<file path="config.mk">
export PLATFORM = sky130hd
export DESIGN_NAME = vga_scan_ctrl_flat
export DESIGN_NICKNAME = d
export VERILOG_FILES = /design/src/rtl/vga_scan_ctrl_if.sv /design/src/rtl/vga_scan_ctrl.sv /design/src/flat_wrapper.sv
export SDC_FILE = /design/constraint.sdc
export NUM_CORES = 1
export LEC_CHECK = 0
export ABC_CLOCK_PERIOD_IN_PS = 5840
export CORE_ASPECT_RATIO = 0.5
export CORE_MARGIN = 5
export CORE_UTILIZATION = 55
export DETAILED_ROUTE_END_ITERATION = 10
export PLACE_DENSITY = 0.84
export SLEW_MARGIN = 20
export SYNTH_ARGS = -nofsm -noshare
export SYNTH_HDL_FRONTEND = slang
export SYNTH_SLANG_ARGS = --single-unit
</file>
<file path="constraint.sdc">
create_clock -name i_clk -period 5.84 [get_ports i_clk]
set_input_delay 1.46 -clock i_clk [delete_from_list [all_inputs] [get_ports i_clk]]
set_output_delay 1.46 -clock i_clk [all_outputs]
set_load 0.01 [all_outputs]
</file>
<file path="src/rtl/vga_scan_ctrl_if.sv">
// Signal bundle between the scan controller and the game/render side.
// Names are from the controller's point of view: i_* go into it, o_* come out.
interface vga_scan_ctrl_if #(
    parameter int XBITS = 10,
    parameter int YBITS = 10
);
    logic             i_en;
    logic             i_upd_req;
    logic             i_upd_done;
    logic             o_pix_tick;
    logic [XBITS-1:0] o_x;
    logic [YBITS-1:0] o_y;
    logic             o_active;
    logic             o_hsync_n;
    logic             o_vsync_n;
    logic             o_frame_start;
    logic             o_upd_gnt;
    logic             o_upd_overrun;

    modport master (
        output i_en, i_upd_req, i_upd_done,
        input  o_pix_tick, o_x, o_y, o_active, o_hsync_n, o_vsync_n,
               o_frame_start, o_upd_gnt, o_upd_overrun
    );

    modport slave (
        input  i_en, i_upd_req, i_upd_done,
        output o_pix_tick, o_x, o_y, o_active, o_hsync_n, o_vsync_n,
               o_frame_start, o_upd_gnt, o_upd_overrun
    );
endinterface

</file>
<file path="src/rtl/vga_scan_ctrl.sv">
// Pixel-tick divider, x/y raster with registered sync/active decode, and a
// once-per-frame vblank update-window arbiter for the game logic.
module vga_scan_ctrl #(
    parameter int DIV    = 4,
    parameter int H_VIS  = 640,
    parameter int H_FP   = 16,
    parameter int H_SYNC = 96,
    parameter int H_BP   = 48,
    parameter int V_VIS  = 480,
    parameter int V_FP   = 10,
    parameter int V_SYNC = 2,
    parameter int V_BP   = 33,
    parameter int XBITS  = 10,
    parameter int YBITS  = 10
) (
    input  logic           i_clk,
    input  logic           i_rst_n,
    vga_scan_ctrl_if.slave bus
);
    localparam int H_TOT = H_VIS + H_FP + H_SYNC + H_BP;
    localparam int V_TOT = V_VIS + V_FP + V_SYNC + V_BP;
    localparam int DBITS = (DIV > 1) ? $clog2(DIV) : 1;

    localparam logic [DBITS-1:0] D_LAST   = DBITS'(DIV - 1);
    localparam logic [XBITS-1:0] X_LAST   = XBITS'(H_TOT - 1);
    localparam logic [XBITS-1:0] X_VIS    = XBITS'(H_VIS);
    localparam logic [XBITS-1:0] X_HS_BEG = XBITS'(H_VIS + H_FP);
    localparam logic [XBITS-1:0] X_HS_END = XBITS'(H_VIS + H_FP + H_SYNC);
    localparam logic [YBITS-1:0] Y_LAST   = YBITS'(V_TOT - 1);
    localparam logic [YBITS-1:0] Y_VIS    = YBITS'(V_VIS);
    localparam logic [YBITS-1:0] Y_VS_BEG = YBITS'(V_VIS + V_FP);
    localparam logic [YBITS-1:0] Y_VS_END = YBITS'(V_VIS + V_FP + V_SYNC);

    typedef enum logic [1:0] {ST_IDLE, ST_GRANT, ST_SERVED} state_t;

    state_t           r_state, w_state_next;
    logic [DBITS-1:0] r_div;
    logic [XBITS-1:0] r_x, w_x_next;
    logic [YBITS-1:0] r_y, w_y_next;
    logic             r_active, r_hsync_n, r_vsync_n;
    logic             r_frame_start, r_overrun, w_overrun_next;
    logic             w_tick, w_line_end, w_frame_end, w_vblank;

    assign w_tick      = bus.i_en && (r_div == D_LAST);
    assign w_line_end  = (r_x == X_LAST);
    assign w_frame_end = w_tick && w_line_end && (r_y == Y_LAST);
    assign w_vblank    = (r_y >= Y_VIS);

    always_comb begin
        w_x_next = r_x + 1'b1;
        w_y_next = r_y;
        if (w_line_end) begin
            w_x_next = '0;
            w_y_next = (r_y == Y_LAST) ? '0 : r_y + 1'b1;
        end
    end

    // Decode from the next position so sync/active change on the same edge as x/y.
    always_ff @(posedge i_clk or negedge i_rst_n) begin
        if (!i_rst_n) begin
            r_div         <= '0;
            r_x           <= '0;
            r_y           <= '0;
            r_active      <= 1'b1;
            r_hsync_n     <= 1'b1;
            r_vsync_n     <= 1'b1;
            r_frame_start <= 1'b0;
        end else begin
            r_frame_start <= w_frame_end;
            if (bus.i_en) begin
                r_div <= (r_div == D_LAST) ? '0 : r_div + 1'b1;
            end
            if (w_tick) begin
                r_x       <= w_x_next;
                r_y       <= w_y_next;
                r_active  <= (w_x_next < X_VIS) && (w_y_next < Y_VIS);
                r_hsync_n <= !((w_x_next >= X_HS_BEG) && (w_x_next < X_HS_END));
                r_vsync_n <= !((w_y_next >= Y_VS_BEG) && (w_y_next < Y_VS_END));
            end
        end
    end

    always_ff @(posedge i_clk or negedge i_rst_n) begin
        if (!i_rst_n) begin
            r_state   <= ST_IDLE;
            r_overrun <= 1'b0;
        end else begin
            r_state   <= w_state_next;
            r_overrun <= w_overrun_next;
        end
    end

    // SERVED blocks re-grant until vblank ends, giving one window per frame.
    always_comb begin
        w_state_next   = r_state;
        w_overrun_next = 1'b0;
        case (r_state)
            ST_IDLE: begin
                if (bus.i_upd_req && w_vblank) w_state_next = ST_GRANT;
            end
            ST_GRANT: begin
                if (bus.i_upd_done) begin
                    w_state_next = ST_SERVED;
                end else if (w_frame_end) begin
                    w_state_next   = ST_SERVED;
                    w_overrun_next = 1'b1;
                end
            end
            ST_SERVED: begin
                if (!w_vblank) w_state_next = ST_IDLE;
            end
            default: w_state_next = ST_IDLE;
        endcase
    end

    assign bus.o_pix_tick    = w_tick;
    assign bus.o_x           = r_x;
    assign bus.o_y           = r_y;
    assign bus.o_active      = r_active;
    assign bus.o_hsync_n     = r_hsync_n;
    assign bus.o_vsync_n     = r_vsync_n;
    assign bus.o_frame_start = r_frame_start;
    assign bus.o_upd_gnt     = (r_state == ST_GRANT);
    assign bus.o_upd_overrun = r_overrun;
endmodule
</file>
<file path="src/flat_wrapper.sv">
// flat-port wrapper written by rule: the top's interface ports become plain ports
module vga_scan_ctrl_flat 
#(
    parameter int DIV    = 4,
    parameter int H_VIS  = 640,
    parameter int H_FP   = 16,
    parameter int H_SYNC = 96,
    parameter int H_BP   = 48,
    parameter int V_VIS  = 480,
    parameter int V_FP   = 10,
    parameter int V_SYNC = 2,
    parameter int V_BP   = 33,
    parameter int XBITS  = 10,
    parameter int YBITS  = 10
)
  (i_clk, i_rst_n, bus_i_en, bus_i_upd_req, bus_i_upd_done, bus_o_pix_tick, bus_o_x, bus_o_y, bus_o_active, bus_o_hsync_n, bus_o_vsync_n, bus_o_frame_start, bus_o_upd_gnt, bus_o_upd_overrun);
  vga_scan_ctrl_if #(.XBITS(XBITS), .YBITS(YBITS)) bus_i ();
  input  logic i_clk;
  input  logic i_rst_n;
  input wire logic [$bits(bus_i.i_en)-1:0] bus_i_en;
  input wire logic [$bits(bus_i.i_upd_req)-1:0] bus_i_upd_req;
  input wire logic [$bits(bus_i.i_upd_done)-1:0] bus_i_upd_done;
  output wire logic [$bits(bus_i.o_pix_tick)-1:0] bus_o_pix_tick;
  output wire logic [$bits(bus_i.o_x)-1:0] bus_o_x;
  output wire logic [$bits(bus_i.o_y)-1:0] bus_o_y;
  output wire logic [$bits(bus_i.o_active)-1:0] bus_o_active;
  output wire logic [$bits(bus_i.o_hsync_n)-1:0] bus_o_hsync_n;
  output wire logic [$bits(bus_i.o_vsync_n)-1:0] bus_o_vsync_n;
  output wire logic [$bits(bus_i.o_frame_start)-1:0] bus_o_frame_start;
  output wire logic [$bits(bus_i.o_upd_gnt)-1:0] bus_o_upd_gnt;
  output wire logic [$bits(bus_i.o_upd_overrun)-1:0] bus_o_upd_overrun;
  assign bus_i.i_en = bus_i_en;
  assign bus_i.i_upd_req = bus_i_upd_req;
  assign bus_i.i_upd_done = bus_i_upd_done;
  assign bus_o_pix_tick = bus_i.o_pix_tick;
  assign bus_o_x = bus_i.o_x;
  assign bus_o_y = bus_i.o_y;
  assign bus_o_active = bus_i.o_active;
  assign bus_o_hsync_n = bus_i.o_hsync_n;
  assign bus_o_vsync_n = bus_i.o_vsync_n;
  assign bus_o_frame_start = bus_i.o_frame_start;
  assign bus_o_upd_gnt = bus_i.o_upd_gnt;
  assign bus_o_upd_overrun = bus_i.o_upd_overrun;
  vga_scan_ctrl #(.DIV(DIV), .H_VIS(H_VIS), .H_FP(H_FP), .H_SYNC(H_SYNC), .H_BP(H_BP), .V_VIS(V_VIS), .V_FP(V_FP), .V_SYNC(V_SYNC), .V_BP(V_BP), .XBITS(XBITS), .YBITS(YBITS)) u_core (.i_clk(i_clk), .i_rst_n(i_rst_n), .bus(bus_i));
endmodule
</file>
==> flow_summary_export.csv, run 1 <==
group,metric,value,unit
status,status,"completed",
critical_path,crit_type,"input pin to output pin",
clock_network,clk_pin_slew,0.06,ns
floorplan,initial_core_util,0.578,
critical_path,required,4.38,ns
yosys,synth_edf_count,0,
clock_network,clockRootBuffer,"clkbuf_8",
drt,postRouteAntennaNets,0,
clock_network,htree_levels,2,
layout,fillCellCount,238,
sta,fin_skew,0.00829,ns
pwr,power_density,276,nW/µm²
floorplan,die_area,4480,µm²
pwr,p_sw,0.186,mW
clock_network,cts_tree,"built",
clock_network,clk_path_buf_depth,2,
clock_network,post_cts_buffers,0,
layout,multiInputGateArea,910,µm²
critical_path,r2r_end,"u_core.r_state[0]",
layout,fin_nets,227,
hold_path,hp-class,"register to register",
layout,seq_area,729,µm²
pwr,power,0.581,mW
grt,globalRouteTotalUtil,0.194,
pwr,pwr-share-seq,0.471,
drt,finalWirelength,4080,µm
critical_path,reg2reg_depth,8,
pwr,peakVddDrop,0.216,mV
yosys,synth_seq_area_share,0.416,
sta,fin_crit_sh,0.842,
yosys,syn-num-nets,199,
grt,grt_max_degree,30,
sta,finalSetupViolations,0,
pwr,clkPwrFrac,0.266,
drt,via_per_inst,6.04,
grt,antenna_found_initial,0,
drt,drtIter0Drc,75,
hold_path,hold_start,"u_core.bus.o_active",
sta,slew_violations,0,
layout,area.growth.synth_to_final,20.2,%
pwr,sw_frac_of_total,0.320,
critical_path,cp-end-kind,"output pin",
yosys,synthDistinctLibCells,49,
layout,antennaDiodeCount,0,
layout,drive_gt1_frac,0.0917,
floorplan,coreArea,3030,µm²
yosys,netlist_instances,190,
pwr,leakagePower,0.864,nW
floorplan,die_width,89.8,µm
drt,vias,1558,
yosys,yosysWarnings,0,
drt,remaining_drc_errors,0,
grt,grt-ovfl-total,0,
placed_design,globalplace.congestion,0.906,
critical_path,startpoint_type,"input pin",
sta,tightest_slew,0.591,ns
clock_network,cts_hold_buf,0,
pwr,intPower,0.395,mW
clock_network,clock_latency,0.28,ns
drt,routedWlPerCell,15.8,µm
clock_network,cts.repair.resized,0,
placed_design,post-dp-hpwl,2780,µm
floorplan,io-pin-count,32,
yosys,ys_seq_elements,29,
critical_path,timing.rr.start,"u_core.r_div[0]",
clock_network,cts_buffers,5,
placed_design,port_buffers,31,
sta,slew_headroom,0.603,
sta,fin_crit,4.92,ns
critical_path,critPathMostFrequentCell,"clkdlybuf4s50_1",
critical_path,critPathMaxFanout,18,
yosys,syn-mean-instance-area,9.23,µm²
yosys,async_reset_ff_frac,1.00,
pwr,comb_power_share,0.263,
sta,finalSetupTns,0,ns
critical_path,crit_arrival,3.46,ns
run,maxCapViolCount,0,
critical_path,cp_slowest_cell,"clkdlybuf4s50_1",
yosys,syn_area,1750,µm²
grt,grt_pass1_wl,7090,µm
drt,first_pass_iters,4,
critical_path,slowest_delay,0.62,ns
sta,hold_viol_final,0,
hold_path,whs_path_depth,2,
critical_path,cp_cell_sequence,"clkdlybuf4s50_1, nand2_1, inv_1, clkdlybuf4s50_1",
hold_path,whs_endpoint,"u_core.bus.o_active",
sta,fmax,0.203,GHz
yosys,synthFlopType,"dfrtp_1",
critical_path,r2r_setup_slack,3.30,ns
clock_network,cts_sinks,29,
floorplan,rows,14,
grt,grt_pass1_vias,1450,
sta,grt_setup_unrepaired,"false",
floorplan,die_y,49.9,µm
final cells by class:
type                    count  share of cell area
clock buffers               6              0.0344
clock inverters             1             0.00238
inverters                   6              0.0107
multi-input cells         144               0.432
flip-flops and latches     29               0.346
well taps                  40              0.0238
repair buffers             32               0.151
logic make-up after synthesis:
group / count (synthesis) / share of synthesized area
XOR/XNOR: 9 / 0.0450
adder cells (fa/ha/maj): 4 / 0.0286
flip-flops: 29 / 0.416
AO/OA/AOI/OAI: 46 / 0.170
AND/OR/NAND/NOR: 83 / 0.263
multiplexers: 2 / 0.0128
buffers and inverters: 17 / 0.0649
registers in the layout (all words and copies together) (netlist names):
register / flops
u_core.r_state: 2
u_core.bus.o_y: 10
u_core.bus.o_hsync_n: 1
u_core.bus.o_frame_start: 1
u_core.bus.o_upd_overrun: 1
u_core.bus.o_x: 10
u_core.bus.o_vsync_n: 1
u_core.bus.o_active: 1
u_core.r_div: 2
stage by stage:
stage          setup slack, ns   util  cell area (µm²)  std cells  hold WS (ns)
6_report                 0.924  0.695             2110        258         0.478
5_1_grt                  0.856  0.695             2110        258         0.490
4_1_cts                  0.978  0.695             2110        258         0.475
3_5_place_dp             0.972  0.670             2030        251         0.465
3_3_place_gp              1.04  0.670             2030        251         0.463
2_1_floorplan             2.50      -             1750        190         0.443
worst max-delay path by stage:
stage	end	slack, ns	start	cells after the start
global route	bus_o_pix_tick	0.86	bus_i_en	4
global placement	bus_o_pix_tick	1.04	bus_i_en	4
CTS	bus_o_pix_tick	0.98	bus_i_en	4
floorplan	bus_o_pix_tick	2.50	bus_i_en	3
finish	bus_o_pix_tick	0.92	bus_i_en	4
detailed placement	bus_o_pix_tick	0.97	bus_i_en	4
critical path, delay by kind of cell:
family | cells | cell delay (ns)
and+or+nand+nor | 1 | 0.37
buffers and inverters | 3 | 1.62
routing by layer:
metal / global-route usage / share of wire
met5: 0 / 0
met2: 0.309 / 0.48
met1: 0.258 / 0.44
met3: 0.0517 / 0.066
met4: 0.0628 / 0.012
synth_stat cells, types with 2 or more instances:
library cell / instances / area share
o21ai_0: 19 / 0.054
o31ai_1: 5 / 0.021
a211oi_1: 2 / 0.0086
nand4_1: 8 / 0.029
xnor2_1: 6 / 0.030
nand2b_1: 3 / 0.011
dfstp_2: 3 / 0.045
nand2_1: 25 / 0.054
a21oi_1: 3 / 0.0086
xor2_1: 3 / 0.015
mux2_2: 2 / 0.013
or3_1: 2 / 0.0071
nor2_1: 8 / 0.017
a21o_1: 3 / 0.013
o211ai_1: 2 / 0.0086
clkbuf_1: 5 / 0.011
nor3_1: 2 / 0.0057
a31oi_1: 2 / 0.0071
ha_1: 4 / 0.029
dfrtp_1: 26 / 0.37
nand3_1: 13 / 0.037
and3_2: 2 / 0.0086
o41ai_1: 2 / 0.010
buf_6: 3 / 0.019
and4_1: 3 / 0.015
inv_1: 6 / 0.013
nand4b_1: 2 / 0.010
and2_1: 2 / 0.0071
nor2b_1: 4 / 0.014
power groups by stage:
stage / clock [mW] / sequential (mW) / combinational (mW)
after detailed placement: 0 / 0.274 / 0.154
after CTS: 0.158 / 0.272 / 0.154
after global placement: 0 / 0.273 / 0.147
after floorplan: 0 / 0.277 / 0.0755
after global routing: 0.169 / 0.279 / 0.169
final: 0.155 / 0.273 / 0.153
placed cells by master, fill, tap and decap left out, drive strengths merged, types with 2 or more instances in the layout:
cell | synthesis | layout
xor2 | 3 | 3
clkbuf | 6 | 6
o41ai | 2 | 2
mux2 | 2 | 2
nor3 | 2 | 2
o31ai | 5 | 5
dfstp | 3 | 3
a31oi | 2 | 2
o21ai | 19 | 19
a21oi | 4 | 4
and2 | 2 | 2
nor2b | 4 | 4
dfrtp | 26 | 26
nor2 | 8 | 8
or3 | 2 | 2
a21o | 3 | 3
and3 | 3 | 3
nand2 | 25 | 25
nand3 | 13 | 13
xnor2 | 6 | 6
inv | 6 | 6
ha | 4 | 4
nand4b | 2 | 2
a211oi | 2 | 2
nand2b | 3 | 3
nand4 | 8 | 8
and4 | 3 | 3
o211ai | 2 | 2
clkdlybuf4s50 | 0 | 31
No activity file was read; power rests on OpenSTA's default activity.
==> run 2, diff against run 1 <==
Settings changed: ABC_CLOCK_PERIOD_IN_PS 5840 to 4600, CORE_UTILIZATION 55 to 52, PLACE_DENSITY 0.84 to 0.8.
Clock period 5.84 ns to 4.6 ns, I/O delays scaled along.
==> run 2 against run 1 <==
Clock power up 33%. Count of clock-buffer cells in the layout unchanged. Highest routed layer unchanged. Critical path depth up 1. Global-route usage down 0.43 points. Routed wire length down 2.7%. Register-to-register slack worse by 1.2 ns. Via count down 1.0%.
==> flow_summary_export.csv, run 2 (synthesis results as in run 1) <==
group,metric,value,unit
layout,finish.utilization,0.682,
layout,fillCellCount,243,
clock_network,clk_pin_slew,0.07,ns
layout,antennaDiodeCount,0,
sta,grt_setup_unrepaired,"false",
sta,finalSetupViolations,0,
clock_network,htree_levels,2,
layout,final_common_cell,"clkdlybuf4s50_1",
drt,postRouteAntennaNets,0,
layout,area.growth.synth_to_final,21.3,%
sta,slew_violations,0,
drt,via_per_inst,5.91,
placed_design,dp_cells,253,
sta,fin_crit_sh,0.800,
drt,routedWlPerCell,15.2,µm
clock_network,cts_sinks,29,
grt,grt-ovfl-total,0,
pwr,leakagePower,0.877,nW
drt,drtIter0Drc,88,
sta,fin_skew,0.00770,ns
drt,vias,1542,
grt,grt_pass1_wl,6980,µm
placed_design,dpl_cell_area,2040,µm²
drt,remaining_drc_errors,0,
floorplan,io-pin-count,32,
sta,fin_crit,3.68,ns
floorplan,initial_core_util,0.562,
clock_network,cts_tree,"built",
clock_network,clock_latency,0.28,ns
clock_network,clockRootBuffer,"clkbuf_8",
clock_network,cts.repair.resized,0,
critical_path,required,3.45,ns
critical_path,crit_type,"input pin to output pin",
critical_path,crit_arrival,2.53,ns
clock_network,clk_path_buf_depth,2,
layout,final_cell_mix,"31 x clkdlybuf4s50_1, 26 x dfrtp_1, 25 x nand2_1",
drt,finalWirelength,3970,µm
critical_path,startpoint_type,"input pin",
layout,fin_nets,229,
run,maxCapViolCount,0,
grt,antenna_found_initial,0,
critical_path,critPathMaxFanout,18,
sta,slew_headroom,0.621,
clock_network,cts_buffers,5,
sta,tightest_slew,0.563,ns
sta,fmax,0.272,GHz
sta,timing.final.ws_setup,0.919,ns
pwr,peakVddDrop,0.254,mV
layout,postLayoutCellArea,2130,µm²
placed_design,port_buffers,31,
layout,drive_gt1_frac,0.104,
clock_network,cts_hold_buf,0,
grt,grt_max_degree,30,
sta,hold_viol_final,0,
placed_design,dpl_worst_slack,0.912,ns
grt,globalRouteTotalUtil,0.190,
drt,first_pass_iters,4,
placed_design,post-dp-hpwl,2810,µm
sta,finalSetupTns,0,ns
floorplan,rows,14,
floorplan,die_width,92.1,µm
floorplan,die_y,51.1,µm
floorplan,die_area,4700,µm²
layout,final_cell_count_no_fill,261,
floorplan,coreArea,3120,µm²
grt,grt_pass1_vias,1468,
status,status,"completed",
hold_path,hp-class,"register to register",
critical_path,cp-end-kind,"output pin",
placed_design,globalplace.congestion,0.846,
clock_network,post_cts_buffers,0,
pwr,power_density,353,nW/µm²
-- run 2: cell count changes in the layout (fill, tap and decap cells not counted) --
cell and delta:
buf_4 +2, clkinv_2 +1
-- run 2: final timing paths --
path                                startpoint                   end  slack (ns)  cells after the start
max                                   bus_i_en        bus_o_pix_tick        0.92                      5
min                        u_core.bus.o_active   u_core.bus.o_active        0.47                      2
max reg2reg                  u_core.bus.o_x[0]  u_core.bus.o_vsync_n        2.08                      7
min reg2reg                u_core.bus.o_active   u_core.bus.o_active        0.47                      2
max in group asynchronous              i_rst_n  u_core.bus.o_hsync_n        3.04                      2
min in group asynchronous              i_rst_n     u_core.bus.o_y[8]        1.25                      2
-- run 2: area by class of cell --
type                    count  area (µm²)  share of cell area
multi-input cells         144         910               0.428
flip-flops and latches     29         729               0.343
repair buffers             34         333               0.156
clock buffers               6        72.6              0.0341
well taps                  40        50.0              0.0235
inverters                   6        22.5              0.0106
clock inverters             2        10.0             0.00471
-- run 2: report_power, final --
group	internal, mW	switching, mW	leakage (nW)
clock network	0.105	0.101	0.0450
registers	0.300	0.0451	0.385
logic	0.104	0.0950	0.448
total	0.509	0.241	0.877
-- run 2: stage by stage --
stage          power (mW)  hold WS [ns]
3_3_place_gp        0.542         0.460
3_5_place_dp        0.550         0.471
2_1_floorplan       0.448         0.443
5_1_grt             0.796         0.504
4_1_cts             0.756         0.477
6_report            0.750         0.475
-- run 2: critical path, stage by stage --
cell             delay, ns
clkdlybuf4s50_1       0.51
nand2_1               0.07
buf_4                 0.19
inv_1                 0.08
clkdlybuf4s50_1       0.53
-- run 2: routing by layer --
layer / part of all wire / wire length, µm / GRT usage
met4: 0.014 / 55 / 0.0690
met5: 0 / 0 / 0
met1: 0.46 / 1830 / 0.253
met2: 0.46 / 1820 / 0.298
met3: 0.068 / 272 / 0.0572
